File: config.mk
export PLATFORM = sky130hd
export DESIGN_NAME = tt_sweep
export DESIGN_NICKNAME = d
export VERILOG_FILES = /design/src/rtl/tt_pkg.sv /design/src/rtl/tt_settle_timer.sv /design/src/rtl/tt_sweep.sv
export SDC_FILE = /design/constraint.sdc
export NUM_CORES = 1
export LEC_CHECK = 0
export CAP_MARGIN = 20
export CORE_ASPECT_RATIO = 1.5
export CORE_MARGIN = 4
export CORE_UTILIZATION = 40
export CTS_CLUSTER_SIZE = 10
export DETAILED_ROUTE_END_ITERATION = 7
export PLACE_DENSITY = 0.72
export REMOVE_ABC_BUFFERS = 1
export SETUP_SLACK_MARGIN = 0.05
export SLEW_MARGIN = 20
export SYNTH_ARGS = -nofsm -noshare
export SYNTH_HDL_FRONTEND = slang
export SYNTH_SLANG_ARGS = --single-unit
File: constraint.sdc
create_clock -name clk -period 1.8 [get_ports clk]
set_input_delay 0.36 -clock clk [delete_from_list [all_inputs] [get_ports clk]]
set_output_delay 0.36 -clock clk [all_outputs]
set_load 0.01 [all_outputs]
File: src/rtl/tt_pkg.sv
// tt_pkg: shared state encoding and sizing for the truth-table sweeper
package tt_pkg;
    typedef enum logic [1:0] {IDLE, SETTLE, SAMPLE, DONE} state_t;
    localparam int NUM_VECTORS = 8;
    localparam int VEC_W = 3;
    localparam int CNT_W = 4;
endpackage

File: src/rtl/tt_settle_timer.sv
// tt_settle_timer: settle down-counter, loaded on entry to SETTLE, flags zero on the last hold cycle
module tt_settle_timer
    import tt_pkg::*;
#(
    parameter int SETTLE_CYCLES = 2
) (
    input  logic clk,
    input  logic rst,
    input  logic load,
    input  logic count,
    output logic zero
);
    localparam logic [CNT_W-1:0] LOAD_VAL = CNT_W'(SETTLE_CYCLES == 0 ? 0 : SETTLE_CYCLES - 1);
    logic [CNT_W-1:0] cnt;
    always_ff @(posedge clk) begin
        if (rst) cnt <= '0;
        else if (load) cnt <= LOAD_VAL;
        else if (count && cnt != '0) cnt <= cnt - 1'b1;
    end
    assign zero = cnt == '0;
endmodule

File: src/rtl/tt_sweep.sv
// tt_sweep: drives all 8 input vectors into a 3-input DUT, captures its truth table and compares it
module tt_sweep
    import tt_pkg::*;
#(
    parameter int SETTLE_CYCLES = 2
) (
    input  logic       clk,
    input  logic       rst,
    input  logic       start,
    input  logic [7:0] expected,
    output logic       a,
    output logic       b,
    output logic       c,
    input  logic       d,
    output logic       busy,
    output logic       done,
    output logic       pass,
    output logic [7:0] truth_table,
    output logic [7:0] mismatch
);
    localparam state_t FIRST = (SETTLE_CYCLES == 0) ? SAMPLE : SETTLE;
    state_t state;
    logic [VEC_W-1:0] vector;
    logic [7:0] exp_q;
    logic load, zero, last;
    assign last = vector == VEC_W'(NUM_VECTORS - 1);
    assign load = (state == IDLE && start) || (state == SAMPLE && !last);
    assign {a, b, c} = vector;
    tt_settle_timer #(.SETTLE_CYCLES(SETTLE_CYCLES)) u_timer (
        .clk(clk),
        .rst(rst),
        .load(load),
        .count(state == SETTLE),
        .zero(zero)
    );
    always_ff @(posedge clk) begin
        if (rst) begin
            state <= IDLE;
            vector <= '0;
            exp_q <= '0;
            truth_table <= '0;
            mismatch <= '0;
            pass <= 1'b0;
            busy <= 1'b0;
            done <= 1'b0;
        end else begin
            done <= 1'b0;
            case (state)
                IDLE: if (start) begin
                    state <= FIRST;
                    vector <= '0;
                    truth_table <= '0;
                    exp_q <= expected;
                    busy <= 1'b1;
                end
                SETTLE: if (zero) state <= SAMPLE;
                SAMPLE: begin
                    truth_table[vector] <= d;
                    if (last) state <= DONE;
                    else begin
                        vector <= vector + 1'b1;
                        state <= FIRST;
                    end
                end
                DONE: begin
                    done <= 1'b1;
                    busy <= 1'b0;
                    pass <= truth_table == exp_q;
                    mismatch <= truth_table ^ exp_q;
                    state <= IDLE;
                end
                default: state <= IDLE;
            endcase
        end
    end
endmodule

======== Yosys cells after proc, flatten, opt, wreduce, memory -nomap -nowiden ========
Cells that the tools add are included.
Widths: inputs -> output; s select.
word-level totals
  output and inout port bits .............. 22
  word-level logic and storage cells ...... 58
  register bits after elaboration ......... 36
cells by class
  add/subtract/negate cells ............... 2
  multiplexer cells ....................... 17
  reductions and logical operators ........ 18
  equal/unequal tests ..................... 8
  order comparisons ....................... 2
  bitwise operators ....................... 1
operator list
  kind                 number
  $pmux 8 s2           1
  $bwmux 8             1
  $eq 8x8->1           1
  $mux 8               1
  $pmux 2 s4           1
  $reduce_and 2->1     4
  $xor 8x8->8          1
  $mux 2               3
  $mux 3               2
  $ne 2x2->1 const B   3
  $pmux 3 s2           1
  $reduce_bool 2->1    3
  $mux 1               5
  $eq 2x2->1 const B   2
  $logic_and 1x1->1    4
  $logic_not 4->1      1
  $lt 3x4->1 const B   1
  $reduce_bool 4->1    1
  $sub 4x1->4 const B  1
  $add 3x1->3 const B  1
  $demux 1 s3          1
  $eq 3x3->1 const B   1
  $ge 3x1->1 const B   1
  $reduce_and 3->1     1
  other kinds (6)      6

======== Depth between registers and ports, before layout ========
  depth after elaboration ................. 6
  gate-level depth with buffers ........... 5

======== Modules after synthesis ========
From an unflattened synthesis, not the netlist that was laid out.
unflattened totals
  cells, all modules ...................... 182
  area, all modules ....................... 1589.0 sq um
by module, submodules not included
  module           cells each  seq. area each (sq um)  instances  area an instance (sq um)
  tt_sweep         158         640.6                   1          1376.3
  tt_settle_timer  24          80.1                    1          212.7

======== Least setup slack after synthesis ========
No wires, ideal clock.
  path kind ............................... reg2reg
  start point ............................. reg vector[1]
  end point ............................... reg vector[2]
  stages on the path, launching flop included .. 6
  clock period less this slack ............ 1515 ps
  setup time .............................. 134 ps
  path buffers ............................ 0
  arrival time ............................ 1381 ps
  slack ................................... 285 ps
  cell sequence ........................... dfxtp_1 ha_1 ha_1 or3b_2 nand3_1 a21oi_1
on the way
  word-level cells in the longest chain between the ends .. 3
ends and longest elaborated chain
  item                                                   RTL line                        source
  start, declared                                        tt_sweep.sv:23                  logic [VEC_W-1:0] vector;
  start signal, assigned                                 tt_sweep.sv:61                  vector <= vector + 1'b1;
  $add 3x1->3 / $eq 3x3->1 (equally long branches)       tt_sweep.sv:61, tt_sweep.sv:26
  $mux 3 / $ne 2x2->1 (equally long branches)            n/a
  $pmux 3 s2 / $reduce_and 3->1 (equally long branches)  n/a
Several ways; a longest one is shown, not always the timed one. The select of a mux whose other input is x is not followed.
A chain may end at the register's enable or synchronous reset.

======== Final worst setup path ========
  start point ............................. reg truth_table[0]
  end point ............................... out truth_table[0]
RTL lines
  item                             RTL line        source
  start, declared                  tt_sweep.sv:18  output logic [7:0] truth_table,
  start signal, assigned           tt_sweep.sv:41  truth_table <= '0;
  start signal, assigned           tt_sweep.sv:52  truth_table <= '0;
  start signal, assigned by index  tt_sweep.sv:58  truth_table[vector] <= d;
No word-level cell between the ends.

==> results.py <==
metrics = {
    "synth": {
        "synth.largest_area_cell": "dfxtp_1",
        "synthDominantCellAreaShare_pct": 44.62,
        "syn_area_um2": 1615,
        "synthTopCellsByCount": "dfxtp_1, a21oi_1, nand2_1",
        "yosysUniqueCellTypes": 36,
        "yosys_warnings": 0,
        "yosys_register_bits": 36,
        "synth_most_common_cell": "dfxtp_1",
        "synthTopCellsByArea": "dfxtp_1, a21oi_1, nand2_1, xnor2_1, a211oi_1",
        "synth_edf_count": 0,
        "synthArstFlopShare_pct": 0,
        "seq_area_frac_synth_pct": 44.62,
        "syn_inst": 183,
        "syn_avg_cell_area_um2": 8.827,
        "synth_flop_cell": "dfxtp_1",
    },
    "clock_network": {
        "htreeDepth": 2,
        "clk_latency_ns": 0.30,
        "cts_tree": "done",
        "cts.sink_count": 36,
        "cts.path.max_buffers": 2,
        "ctsHoldBuffers": 0,
        "root_buffer": "clkbuf_8",
        "path_clk_slew_ns": 0.07,
        "numCtsBuffers": 5,
    },
    "flow_run": {
        "cap_viol_max_count": 0,
    },
    "power": {
        "p_leak_uw": 0.0007647,
        "p_clk_share_pct": 47.8,
        "power.switching_uw": 462.1,
        "power_switching_share_pct": 21.99,
        "pwr_density_cell_nw_per_um2": 972.6,
        "max-vdd-ir-drop_uv": 762.6,
        "power_frac_seq_pct": 40.7,
        "comb_power_share_pct": 11.5,
        "p_int_uw": 1639,
    },
    "timing": {
        "setup_viol": 0,
        "clock_skew_ns": 0.009182,
        "final-hold-violation-count": 0,
        "tightest_slew_ns": 0.4260,
        "slew_headroom_pct": 71.54,
        "slew_viol_final": 0,
        "rsz0062_at_grt": "false",
        "min_period_ns": 1.634,
        "fin_crit_sh_pct": 90.77,
        "fmax_mhz": 612.0,
        "fin_setup_tns_ns": 0,
    },
    "detailed_routing": {
        "ant_nets": 0,
        "first_pass_iters": 4,
        "vias_per_cell": 5.381,
        "finalWirelength_um": 3639,
        "drc": 0,
        "wl_per_cell_um": 13.73,
        "vias": 1426,
        "drt_iter0_markers": 32,
    },
    "global_route": {
        "grt_pass1_vias": 1378,
        "grt_most_used_layer": "met2",
        "grt_use_total_pct": 15.56,
        "gr-usage-met1_pct": 17.02,
        "grt_pass1_wl_um": 5982,
        "use_met2_pct": 25.89,
        "antenna_found_initial": 0,
        "grt_max_degree": 20,
        "grtUsageMet3_pct": 5.422,
        "overflow": 0,
    },
    "critical_path": {
        "reg2reg_to": "vector[1]$_SDFFE_PP0P_",
        "required_ns": 1.44,
        "rr_worst_depth": 5,
        "slowest_stage": "clkdlybuf4s50_1",
        "start_kind": "flip-flop",
        "endpoint": "truth_table[0]",
        "critical_path_class": "reg2out",
        "crit_chain": "clkdlybuf4s50_1",
        "cp.depth": 1,
        "critical_path.max_fanout": 3,
        "critPathMaxStageDelay_ns": 0.57,
        "critPathCaptureType": "primary output",
        "cp_num_buf_inv": 1,
        "arrival_ns": 1.27,
        "crit_start": "truth_table[0]$_SDFFE_PP0P_",
        "cp_top_family": "buffers and inverters",
        "regToRegSetupSlack_ns": 0.28,
        "r2r_start": "vector[1]$_SDFFE_PP0P_",
    },
    "placement": {
        "hpwl_um": 2632,
        "dp.cells": 257,
        "port_buffers": 33,
        "gp_congestion": 0.7895,
        "postPlaceCellArea_um2": 1999,
    },
    "layout": {
        "final_cells": 265,
        "area_growth_pct": 33.77,
        "num_antenna_cells": 0,
        "fin_nets": 234,
        "design_area_um2": 2161,
        "drive_above_1_share_pct": 12.73,
        "n_fill_cell": 380,
    },
    "run_status": {
        "outcome": "finished clean",
    },
    "floorplanning": {
        "start_util_pct": 41.17,
        "core-area_um2": 3924,
        "die_y_um": 85.83,
        "row_count": 28,
        "die_w_um": 59.89,
        "ioPinCount": 34,
        "dieArea_um2": 5140,
    },
    "hold_path": {
        "min_path_type": "reg2reg",
        "hold_start": "exp_q[3]$_SDFFE_PP0P_",
    },
}
==> worst min-delay path by stage <==
stage	cells past startpoint	end	slack, ns
after floorplan	1	u_timer.cnt[0]$_SDFFE_PP0P_	0.42
after global placement	2	exp_q[4]$_SDFFE_PP0P_	0.46
after detailed placement	2	exp_q[3]$_SDFFE_PP0P_	0.46
after CTS	2	exp_q[3]$_SDFFE_PP0P_	0.47
after global routing	2	exp_q[0]$_SDFFE_PP0P_	0.49
final	2	exp_q[3]$_SDFFE_PP0P_	0.47
==> timing repair <==
| action | CTS | global route |
|---|---|---|
| endpoints found under the setup margin | 1 | 2 |
| setup buffers | 0 | 0 |
| cloned | 0 | 0 |
| gates resized for setup | 1 | 2 |
==> final cells by class <==
type | count | area [um2] | share of cell area [%]
clock inverter | 3 | 90.09 | 4.169
multi-input combinational | 131 | 813.3 | 37.64
timing repair buffer | 42 | 399.1 | 18.47
sequential | 36 | 721.9 | 33.41
tap | 45 | 56.30 | 2.606
inverter | 3 | 11.26 | 0.5211
clock buffer | 5 | 68.82 | 3.185
==> state kept, by name, summed over array words and instances (netlist names) <==
| register | flops |
|---|---|
| exp_q | 8 |
| done | 1 |
| mismatch | 8 |
| busy | 1 |
| vector | 3 |
| state | 2 |
| u_timer.cnt | 4 |
| pass | 1 |
| truth_table | 8 |
==> layer usage <==
metal	wire length, um	up-vias
li1	-	723
met1	1548	655
met2	1823	35
met3	175	13
met4	93	0
met5	0	-
==> layout by cell type (no fill, tap or decap), types with 2 or more instances in the layout <==
cell,synthesis,layout
nor2_1,13,13
nand3b_1,3,3
ha_1,3,3
a211oi_1,8,8
nand4_1,3,3
nor2b_1,2,2
clkdlybuf4s50_1,0,31
or3b_2,3,3
o21ai_0,3,3
nand2_1,22,22
or3_1,2,2
xnor2_1,8,8
clkbuf_8,0,5
a21oi_1,23,23
or4_1,2,2
inv_1,3,3
o211ai_1,6,6
nand2b_1,4,4
buf_4,2,9
dfxtp_1,36,35
nand3_1,10,10
nor3b_2,2,2
bufinv_16,0,3
nor3b_1,2,2
==> power groups by stage <==
stage	Combinational, uW	Clock (uW)	Sequential, uW
floorplan	127	0	876
global placement	240	0	873
detailed placement	244	0	874
CTS	244	1020	855
global route	270	1040	861
finish	242	1000	855
==> metrics by stage <==
step	hold WS (ns)	setup slack (ns)	util (%)	power, uW
floorplan	0.4233	0.1868	-	1004
global placement	0.4571	-0.02978	50.96	1113
detailed placement	0.4591	-0.05190	50.96	1118
CTS	0.4695	0.06168	54.97	2118
global route	0.4914	0.1190	55.07	2170
finish	0.4670	0.1661	55.07	2102
==> kinds of logic (layout without fill, tap and decap cells) <==
group	Yosys count	after routing	share of synthesized area [%]
adders and majority gates	3	3	2.324
DFF	36	36	44.62
AOI/OAI and AO/OA	46	46	18.67
buffers and inverters	16	53	5.034
xor gates and xnor gates	8	8	4.338
and+or+nand+nor	74	74	25.02
Note: power is estimated with default switching activity, not from simulation.
